`src/rtl/ram_burst_writer.sv`:
```
// Port-A write master for the dual-port RAM. It streams a burst of words to
// consecutive, wrapping addresses and keeps a running checksum. It can
// optionally read the burst back and compare the readback checksum.
module ram_burst_writer #(
   parameter int unsigned ADDR_W = 15,
   parameter int unsigned DATA_W = 16,
   parameter int unsigned RD_LAT = 1
) (
   input  logic              clka,
   input  logic              rsta,
   input  logic              start,
   input  logic [ADDR_W-1:0] base_addr,
   input  logic [ADDR_W:0]   word_count,
   input  logic              verify_en,
   input  logic [DATA_W-1:0] s_data,
   input  logic              s_valid,
   output logic              s_ready,
   output logic              wea,
   output logic [ADDR_W-1:0] addra,
   output logic [DATA_W-1:0] dina,
   input  logic [DATA_W-1:0] douta,
   output logic              busy,
   output logic              done,
   output logic              verify_err,
   output logic [DATA_W-1:0] checksum
);

   typedef enum logic [1:0] {IDLE, WRITE, VERIFY, DONE} state_t;

   localparam logic [ADDR_W:0] ONE = {{ADDR_W{1'b0}}, 1'b1};

   state_t            state;
   logic              ver_q;
   logic [ADDR_W-1:0] wr_addr;
   logic [ADDR_W-1:0] rd_addr;
   logic [ADDR_W:0]   remaining;
   logic [ADDR_W:0]   rd_issue;
   logic [ADDR_W:0]   rd_left;
   // Bit 0 marks that addra carries a read in this cycle. Bit RD_LAT marks
   // the cycle in which the matching douta is valid.
   logic [RD_LAT:0]   rd_vld;
   logic [DATA_W-1:0] rd_sum;
   logic [DATA_W-1:0] rd_sum_nxt;
   logic              accept;

   assign accept = s_valid & s_ready;

   // The readback sum includes the word that returns in this cycle, so the final compare sees every word
   always_comb begin
      rd_sum_nxt = rd_sum + douta;
   end

   // Burst control FSM; all port-A signals and status outputs are registered here
   always_ff @(posedge clka) begin
      if (rsta) begin
         state      <= IDLE;
         ver_q      <= 1'b0;
         wr_addr    <= '0;
         rd_addr    <= '0;
         remaining  <= '0;
         rd_issue   <= '0;
         rd_left    <= '0;
         rd_vld     <= '0;
         rd_sum     <= '0;
         s_ready    <= 1'b0;
         wea        <= 1'b0;
         addra      <= '0;
         dina       <= '0;
         busy       <= 1'b0;
         done       <= 1'b0;
         verify_err <= 1'b0;
         checksum   <= '0;
      end else begin
         wea    <= 1'b0;
         done   <= 1'b0;
         rd_vld <= {rd_vld[RD_LAT-1:0], 1'b0};
         case (state)
            IDLE: begin
               if (start) begin
                  ver_q      <= verify_en;
                  wr_addr    <= base_addr;
                  rd_addr    <= base_addr;
                  remaining  <= word_count;
                  rd_issue   <= word_count;
                  rd_left    <= word_count;
                  rd_sum     <= '0;
                  checksum   <= '0;
                  verify_err <= 1'b0;
                  busy       <= 1'b1;
                  if (word_count == '0) begin
                     s_ready <= 1'b0;
                     state   <= DONE;
                  end else begin
                     s_ready <= 1'b1;
                     state   <= WRITE;
                  end
               end
            end
            WRITE: begin
               if (accept) begin
                  wea       <= 1'b1;
                  addra     <= wr_addr;
                  dina      <= s_data;
                  checksum  <= checksum + s_data;
                  wr_addr   <= wr_addr + 1'b1;
                  remaining <= remaining - ONE;
                  if (remaining == ONE) begin
                     s_ready <= 1'b0;
                     state   <= ver_q ? VERIFY : DONE;
                  end
               end
            end
            VERIFY: begin
               // The first read issues one cycle after the last write strobe,
               // so port A never carries a read and a write in the same cycle.
               if (rd_issue != '0) begin
                  addra     <= rd_addr;
                  rd_addr   <= rd_addr + 1'b1;
                  rd_issue  <= rd_issue - ONE;
                  rd_vld[0] <= 1'b1;
               end
               if (rd_vld[RD_LAT]) begin
                  rd_sum  <= rd_sum_nxt;
                  rd_left <= rd_left - ONE;
                  if (rd_left == ONE) begin
                     verify_err <= (rd_sum_nxt != checksum);
                     state      <= DONE;
                  end
               end
            end
            DONE: begin
               done  <= 1'b1;
               busy  <= 1'b0;
               state <= IDLE;
            end
            default: state <= IDLE;
         endcase
      end
   end

endmodule

```
`config.mk`:
```
export PLATFORM = sky130hd
export DESIGN_NAME = ram_burst_writer
export DESIGN_NICKNAME = d
export VERILOG_FILES = /design/src/rtl/ram_burst_writer.sv
export SDC_FILE = /design/constraint.sdc
export NUM_CORES = 1
export LEC_CHECK = 0
export CORE_MARGIN = 3
export CORE_UTILIZATION = 45
export CTS_BUF_LIST = sky130_fd_sc_hd__clkbuf_8
export DETAILED_ROUTE_END_ITERATION = 8
export PLACE_DENSITY = 0.7
export SKIP_LAST_GASP = 1
export SLEW_MARGIN = 20
export SYNTH_ARGS = -nofsm -noshare
export SYNTH_HDL_FRONTEND = slang
export SYNTH_SLANG_ARGS = --single-unit
```
`constraint.sdc`:
```
create_clock -name clka -period 2.8 [get_ports clka]
set_clock_uncertainty 0.15 [all_clocks]
set_input_delay 0.28 -clock clka [delete_from_list [all_inputs] [get_ports clka]]
set_output_delay 0.28 -clock clka [all_outputs]
set_load 0.03 [all_outputs]
```
## After elaboration in Yosys (flattened, before gate mapping)

Index checks and enable logic that the tools add are counted.

- Bits in read-only memories: 0
- Logic and storage cells: 101
- Latch bits: 0
- Output and inout port bits: 52
- Input port bits: 68
- Memories: 0
- Bits in writable memories: 0
- Register bits after elaboration: 151

- Reductions and logical operators: 19
- Muxes and demuxes: 42
- Equal/unequal tests: 12
- Multipliers: 0
- Divide/modulo/power cells: 0
- Order comparisons: 0
- Bitwise operators: 3
- Add/subtract/negate cells: 7
- Shift operators: 0

Operators with widths:

| operator | count |
|---|---|
| one-hot mux 16 bit (2 select lines) | 5 |
| 2-to-1 mux 16 bit | 7 |
| one-hot mux 15 bit (2 select lines) | 3 |
| 2-to-1 mux 15 bit | 5 |
| subtractor 16 x 1 -> 16 bit (second input constant) | 3 |
| adder 16 bit | 2 |
| equality test 16 x 1 -> 1 bit (second input constant) | 2 |
| adder 15 x 1 -> 15 bit (second input constant) | 2 |
| zero test 16 bit | 1 |
| inequality test 16 bit | 1 |
| nonzero test 16 bit | 1 |
| 2-to-1 mux 1 bit | 12 |
| 2-to-1 mux 2 bit | 6 |
| inequality test 2 bit (second input constant) | 6 |
| AND reduction 3 bit | 4 |
| one-hot mux 2 bit (4 select lines) | 1 |
| AND reduction 4 bit | 2 |
| nonzero test 2 bit | 4 |
| one-hot mux 1 bit (2 select lines) | 3 |
| AND reduction 2 bit | 3 |
| AND reduction 5 bit | 1 |
| equality test 2 bit (second input constant) | 2 |
| OR reduction 2 bit | 2 |
| equality test 2 x 1 -> 1 bit (second input constant) | 1 |
| other kinds (3) | 4 |

## Longest topological paths before layout

Gate-level depths: netlist of the first run.

- Depth after elaboration: 5
- Gate-level depth with buffers: 11
- Gate-level depth less buffers: 11

## Least setup slack after synthesis of the first run

No wires, ideal clock.

- Path type: flip-flop to flip-flop
- From: reg checksum[0]
- To: reg checksum[14]
- Cell stages (with the launch flop): 11
- Path slack: -0.186 ns
- Data arrival time: 2.774 ns
- Data required time: 2.587 ns
- Buffers on the path: 0
- Cell sequence: dfxtp_1 -> ha_1 -> fa_1 -> a21o_1 -> a21o_1 -> a21oi_1 -> o21ai_0 -> a31oi_1 -> o21ai_0 -> or4b_2 -> nand3_1

- Cells in the longest elaborated chain, start to end: 3

RTL lines:

| item | RTL line | source |
|---|---|---|
| from (decl) | 25 | `output logic [DATA_W-1:0] checksum` |
| from (signal assigned) | 104 | `checksum <= checksum + s_data;` |
| adder 16 bit | 104 |  |
| 2-to-1 mux 16 bit | 100 | `if (accept) begin` |
| one-hot mux 16 bit (2 select lines) | 77 | `case (state)` |

Every way passes these cells. The select of a mux whose other input is x is not followed.
A chain may end at the register's enable or synchronous reset.

## Final worst setup path of the first run

- From: reg rd_sum[0]
- To: reg verify_err

- Cells in the longest elaborated chain, start to end: 5

RTL lines:

| item | RTL line | source |
|---|---|---|
| from (decl) | 42 | `logic [DATA_W-1:0] rd_sum;` |
| from (signal assigned) | 123 | `rd_sum <= rd_sum_nxt;` |
| adder 16 bit | 50 | `rd_sum_nxt = rd_sum + douta;` |
| inequality test 16 bit | 126 | `verify_err <= (rd_sum_nxt != checksum);` |
| 2-to-1 mux 1 bit | 125 | `if (rd_left == ONE) begin` |
| 2-to-1 mux 1 bit | 122 | `if (rd_vld[RD_LAT]) begin` |
| one-hot mux 1 bit (2 select lines) | 77 |  |
| to (signal assigned) | 126 |  |
| to (decl) | 24 | `output logic verify_err,` |

Every way passes these cells. The select of a mux whose other input is x is not followed.

==> impl_metrics.json, run 1 <==
{
  "status": "complete, but fails checks",
  "violations": "negative setup slack",
  "overflow": 0,
  "die_area_sq_um": 22400,
  "boundaryPins": 120,
  "ir_worst_vdd_mv": 0.413,
  "coreArea_sq_um": 19800,
  "clk_pin_slew_ps": 100,
  "synth_nets": 1325,
  "clock-sinks": 151,
  "grt_busiest_layer": "met2",
  "finalWirelength_mm": 29.1,
  "rsz0062_at_grt": "yes",
  "place.gp.congestion": 0.954,
  "required_ps": 3010,
  "synth_area_per_cell_sq_um": 7.63,
  "drt_first_pass_iters": 6,
  "wl_per_cell_microns": 17.4,
  "final_cell_mix": "nor2_1 (164), dfxtp_1 (147), nand2_1 (137)",
  "drc": 0,
  "finalNetCount": 1504,
  "post-route-period-util_pct": 108,
  "cp_max_fo": 2,
  "use_met2_pct": 39.9,
  "post-place-ws_ps": -680,
  "combPwrFrac_pct": 41.8,
  "max_freq_mhz": 331,
  "port_buffers": 119,
  "drive_gt1_share_pct": 14.0,
  "syn_to_final_growth_pct": 29.7,
  "cp-end-kind": "flop",
  "path_cells": "ha_4, inv_2, fa_2, xor2_1, nand4_1, a2111o_1, or4_4, nor4_4, nand4_1, o41ai_2, nand2_1",
  "power_density_nw_per_um2": 654,
  "fin_crit_ps": 3020,
  "track_usage_pct": 25.5,
  "finalSetupViolCount": 1,
  "p_sw_share_pct": 41.5,
  "synth_area_sq_um": 9270,
  "use_met1_pct": 36.4,
  "max_stage_delay_ps": 540,
  "grt_max_degree": 64,
  "synthTopCellsByArea": "dfxtp_1 (33%), nor2_1 (6.8%), a21oi_1 (6.6%), nand2_1 (5.5%), ha_1 (5.5%)",
  "power_frac_seq_pct": 36.2,
  "start_util_pct": 46.7,
  "grt_pass1_vias": 8935,
  "htreeDepth": 4,
  "die_x_microns": 150,
  "clock_path_buffers": 2,
  "hold_violations": 0,
  "clock_latency_ps": 470,
  "n_fill_cell": 1814,
  "viasPerCell": 5.80,
  "power.switching_mw": 3.26,
  "synth_cell_types": 70,
  "max_slew_margin_pct": 37.5,
  "cp.arrival_ps": 3230,
  "crit_path_top_delay_cell": "fa_2",
  "power.leakage_nw": 4.59,
  "p_int_mw": 4.59,
  "yosys_warnings": 0,
  "drv_slew": 0,
  "max_slew.worst_pin.slew_ps": 938,
  "final_common_cell": "nor2_1",
  "ys_seq_elements": 151,
  "synth_flop_cell": "dfxtp_1",
  "cts_made_buffers": 17,
  "hp-class": "primary input to flop",
  "synth-edff-count": 0,
  "cap_violations": 0,
  "place_inst": 1637,
  "synth.yosys.seq_area_share_pct": 32.6,
  "layout_setup_ws_ps": -224,
  "diodes": 0,
  "ant_nets": 0,
  "num_rows": 51,
  "die_y_microns": 150,
  "drt_iter0_drc": 706,
  "critPathLaunchType": "flop",
  "critPathKind": "flop to flop",
  "crit_top_cell": "nand4_1",
  "cts-root-buf": "clkbuf_8",
  "cts_tree": "built",
  "num_vias": 9699,
  "grt_pass1_wl_mm": 46.0,
  "synthArstFlopShare_pct": 0,
  "synth_top_area_cell": "dfxtp_1",
  "fin_cells": 1671,
  "synth_cells": 1214,
  "synth_top_area_share_pct": 32.6,
  "grt_util_met3_pct": 4.21,
  "antenna_found_initial": 0,
  "dp_hpwl_mm": 20.6,
  "clkPwrFrac_pct": 22.0
}
[cells by family (layout without fill, tap and decap cells)]
kind of cell | after synthesis | in the layout | synth area share (%)
AOI/OAI and AO/OA | 367 | 367 | 25.7
and+or+nand+nor | 484 | 484 | 24.5
adders and majority gates | 43 | 43 | 5.97
xor gates and xnor gates | 45 | 45 | 4.70
DFF | 151 | 151 | 32.6
buffers and inverters | 102 | 294 | 4.19
muxes | 22 | 22 | 2.39
[metrics by stage]
stage | cell area, sq um | hold slack [ps] | util [%] | power [mW] | setup TNS, ps
after floorplan | 9290 | 264 | - | 4.95 | -23.5
after global placement | 11500 | 281 | 57.8 | 6.02 | -2980
after detailed placement | 11500 | 284 | 57.8 | 6.09 | -3560
after CTS | 11900 | 84.6 | 60.1 | 7.82 | -218
after global routing | 12000 | 110 | 60.6 | 8.36 | -447
final | 12000 | 99.2 | 60.6 | 7.85 | -224
[synthesized netlist by cell type (5+ instances only)]
cell         n
or3_1       15
nand2_1    137
nand4_1      7
o31ai_1      7
clkbuf_1    64
buf_1        7
a221oi_1     5
a22oi_1     35
mux2i_1     21
and3_1       9
o22ai_1     17
a21oi_1    122
a21o_1      16
ha_1        41
a2111oi_0    6
nor2_1     167
or4_1        5
and2_1       6
dfxtp_1    151
o21ai_0     49
nor3_1      35
inv_1       26
nor4_1      12
a211oi_1    44
a31oi_1      9
xor2_1      13
nor2b_1     13
nand3_1     39
o21a_1       5
o211ai_1     7
nor4b_1      5
nand2b_1     9
xnor2_1     29
[power groups by stage]
stage | registers, mW | logic [mW] | clock network [mW]
finish | 2.85 | 3.28 | 1.73
global route | 2.89 | 3.63 | 1.84
CTS | 2.83 | 3.23 | 1.76
detailed placement | 2.88 | 3.21 | 0
global placement | 2.86 | 3.16 | 0
floorplan | 2.92 | 2.03 | 0
[final cells by class]
type / instances / area (sq um) / share of cell area [%]
multi-input cells: 961 / 6030 / 50.2
flip-flops and latches: 151 / 3030 / 25.2
repair buffers: 235 / 2130 / 17.7
well taps: 265 / 332 / 2.76
clock buffers: 17 / 234 / 1.95
clock inverters: 15 / 154 / 1.28
inverters: 27 / 101 / 0.843
[path summary, 6_finish.rpt]
| kind | startpoint | end | slack, ps | cells past startpoint |
|---|---|---|---|---|
| setup / recovery | rd_sum[0]$_SDFFE_PP0P_ | verify_err$_SDFFE_PP0P_ | -220 | 11 |
| hold / removal | rsta | checksum[11]$_SDFFE_PP0P_ | 100 | 2 |
| setup reg to reg | rd_sum[0]$_SDFFE_PP0P_ | verify_err$_SDFFE_PP0P_ | -220 | 11 |
| hold reg to reg | rd_vld[0]$_SDFF_PP0_ | rd_vld[1]$_SDFF_PP0_ | 300 | 1 |
[what timing repair did]
action / 4_1_cts / 5_1_grt
buffers inserted: 1 / 1
endpoints found under the setup margin: 4 / 35
resized for setup: 14 / 18
pin swaps: 9 / 10
hold buffers: 0 / 0
endpoints found under the hold margin: 0 / 0
[critical path: cells and delay by family, from the launching register on]
kind	cells	cell delay [ps]
adders and majority gates	2	670
xor gates and xnor gates	1	140
AOI/OAI and AO/OA	2	600
and+or+nand+nor	5	960
DFF	1	370
buffers and inverters	1	30
[flip-flops by register name (all words and copies together), names as in the netlist, 2 cells and up]
signal     flops
checksum      16
dina          16
rd_issue      16
rd_left       16
rd_sum        16
remaining     16
addra         15
rd_addr       15
wr_addr       15
rd_vld         2
state          2
[per-layer routing]
layer	part of all wire [%]	vias to the layer above	wire (microns)
li1	-	4797	-
met1	47	4565	13700
met2	45	297	13200
met3	5.5	40	1610
met4	2.1	0	626
met5	0	-	0
Note: power is estimated with default switching activity, not from simulation.
==> run 2: changes to the inputs <==
- CORE_UTILIZATION: 45 -> 52
- PLACE_DENSITY: 0.7 -> 0.79
==> run 2 against run 1 <==
  * Non-clock buffer count is 4 lower
  * Die area is 13% lower
  * Cell count is 2.6% lower
  * Power is 2.8% higher
  * Via count is 1.7% higher
  * Utilization is 8.8 points higher
  * Clock power is 5% higher
  * Sequential cell count stayed put
  * Register-to-register slack hardly changed
  * The flow still finishes with violations (negative setup slack)
  * First-iteration DRC count is 63% higher
  * Largest cell class unchanged
  * Routed wire length is 2.2% lower
==> impl_metrics.json, run 2 (synthesized netlist as in run 1, its figures left out) <==
{
  "final_cell_mix": "nor2_1 (165), dfxtp_1 (147), nand2_1 (137)",
  "cts-root-buf": "clkbuf_8",
  "hold_ws_ps": 26.9,
  "grt_max_degree": 89,
  "drive_gt1_share_pct": 13.5,
  "final_core_util_pct": 69.4,
  "worstHoldStart": "rsta",
  "required_ps": 3010,
  "post-place-ws_ps": -656,
  "hold_violations": 0,
  "min_path_cells": 2,
  "p_int_mw": 4.76,
  "rsz0062_at_grt": "yes",
  "placed_cell_area_sq_um": 11300,
  "layout_setup_ws_ps": -214,
  "max_slew.worst_pin.slew_ps": 1020,
  "combPwrFrac_pct": 42.1,
  "die_y_microns": 139,
  "cp-end-kind": "flop",
  "place.gp.congestion": 0.897,
  "reg2reg_slack_ps": -210,
  "diodes": 0,
  "fin_crit_ps": 3010,
  "power.switching_mw": 3.31,
  "die_x_microns": 139,
  "clk_pin_slew_ps": 100,
  "clock_latency_ps": 460,
  "syn_to_final_growth_pct": 29.9,
  "violations": "negative setup slack",
  "min_to": "rd_sum[7]$_SDFFE_PP0P_",
  "power_frac_seq_pct": 35.5,
  "boundaryPins": 120,
  "port_buffers": 119,
  "timing.rr.start": "rd_sum[0]$_SDFFE_PP0P_",
  "cp_max_fo": 2,
  "postCtsHoldBufs": 0,
  "wl_per_cell_microns": 17.5,
  "viasPerCell": 6.06,
  "clock_path_buffers": 2,
  "clock-sinks": 151,
  "power.total_mw": 8.07,
  "power.leakage_nw": 4.62,
  "status": "complete, but fails checks",
  "die_area_sq_um": 19500,
  "finalSetupViolCount": 2,
  "fin_area_sq_um": 12000,
  "critPathLaunchType": "flop",
  "max_freq_mhz": 332,
  "cap_violations": 0,
  "cp.arrival_ps": 3220,
  "dp_hpwl_mm": 19.4,
  "overflow": 0,
  "finalWirelength_mm": 28.5,
  "critPathKind": "flop to flop",
  "antenna_found_initial": 0,
  "drt_first_pass_iters": 5,
  "clkPwrFrac_pct": 22.4,
  "num_rows": 48,
  "final_common_cell": "nor2_1",
  "worst-r2r-cell-count": 11,
  "track_usage_pct": 27.6,
  "coreArea_sq_um": 17400,
  "p_sw_share_pct": 41.1,
  "post-route-period-util_pct": 108,
  "drt_iter0_drc": 1149,
  "drv_slew": 0,
  "max_slew_margin_pct": 31.5,
  "fin_tns_setup_ps": -292,
  "grt_pass1_wl_mm": 45.0,
  "grt_pass1_vias": 9003,
  "n_fill_cell": 1402,
  "cts_tree": "built",
  "fin_cells": 1627,
  "r2r_end": "verify_err$_SDFFE_PP0P_",
  "ir_worst_vdd_mv": 0.452,
  "hp-class": "primary input to flop",
  "ant_nets": 0,
  "place_inst": 1586,
  "drc": 0,
  "power_density_nw_per_um2": 671,
  "htreeDepth": 4,
  "start_util_pct": 53.4,
  "num_vias": 9867,
  "cts_made_buffers": 17,
  "finalNetCount": 1500
}
## run 2: cell count changes in the layout (fill, tap and decap cells not counted), sizes merged
cell / previous run / this run
inv: 36 / 33
bufinv: 1 / 2
clkinvlp: 3 / 2
clkinv: 2 / 5
clkbuf: 17 / 20
buf: 117 / 110
## run 2: power groups by stage
stage	combinational (mW)	sequential [mW]	clock (mW)
finish	3.40	2.87	1.81
global placement	3.11	2.87	0
global route	3.71	2.92	1.92
floorplan	2.03	2.92	0
CTS	3.20	2.84	1.82
detailed placement	3.18	2.88	0
## run 2: area by class of cell
class / instances / area, sq um / share of cell area, %
Clock buffer: 17 / 234 / 1.94
Clock inverter: 15 / 184 / 1.53
Inverter: 27 / 101 / 0.842
Multi-Input combinational cell: 961 / 6040 / 50.2
Sequential cell: 151 / 3030 / 25.2
Tap cell: 225 / 282 / 2.34
Timing Repair Buffer: 231 / 2170 / 18.0
## run 2: worst max-delay path by stage
| stage | startpoint | end | slack [ps] | cells past startpoint |
|---|---|---|---|---|
| 3_5_place_dp | douta[0] | verify_err$_SDFFE_PP0P_ | -660 | 12 |
| 5_1_grt | rd_sum[0]$_SDFFE_PP0P_ | verify_err$_SDFFE_PP0P_ | -350 | 11 |
| 3_3_place_gp | douta[0] | verify_err$_SDFFE_PP0P_ | -610 | 12 |
| 2_1_floorplan | checksum[0]$_SDFFE_PP0P_ | checksum[14]$_SDFFE_PP0P_ | -20 | 10 |
| 4_1_cts | rd_sum[0]$_SDFFE_PP0P_ | verify_err$_SDFFE_PP0P_ | -190 | 11 |
| 6_report | rd_sum[0]$_SDFFE_PP0P_ | verify_err$_SDFFE_PP0P_ | -210 | 11 |
## run 2: worst max-delay path: stages, from the launching register on
cell	delay (ps)
dfxtp_2	360
ha_4	140
inv_2	40
fa_2	550
xor2_1	160
nand4_1	90
a2111o_1	370
or4_4	500
nor4_4	130
nand4_1	140
o41ai_2	210
nand2_1	70
## run 2: per-layer routing
metal,share of wire (%),wire (microns),global-route usage (%),vias to the layer above
met5,0,0,0,-
met4,2.9,813,10.9,0
met3,6.8,1930,4.50,58
met2,46,13100,43.9,355
met1,44,12600,37.7,4657
li1,-,-,-,4797
## run 2: repair_timing
action | CTS | global route
gates resized for setup | 11 | 20
setup buffers | 2 | 3
gates cloned | 0 | 4
pin swaps | 6 | 17
endpoints found under the setup margin | 9 | 52
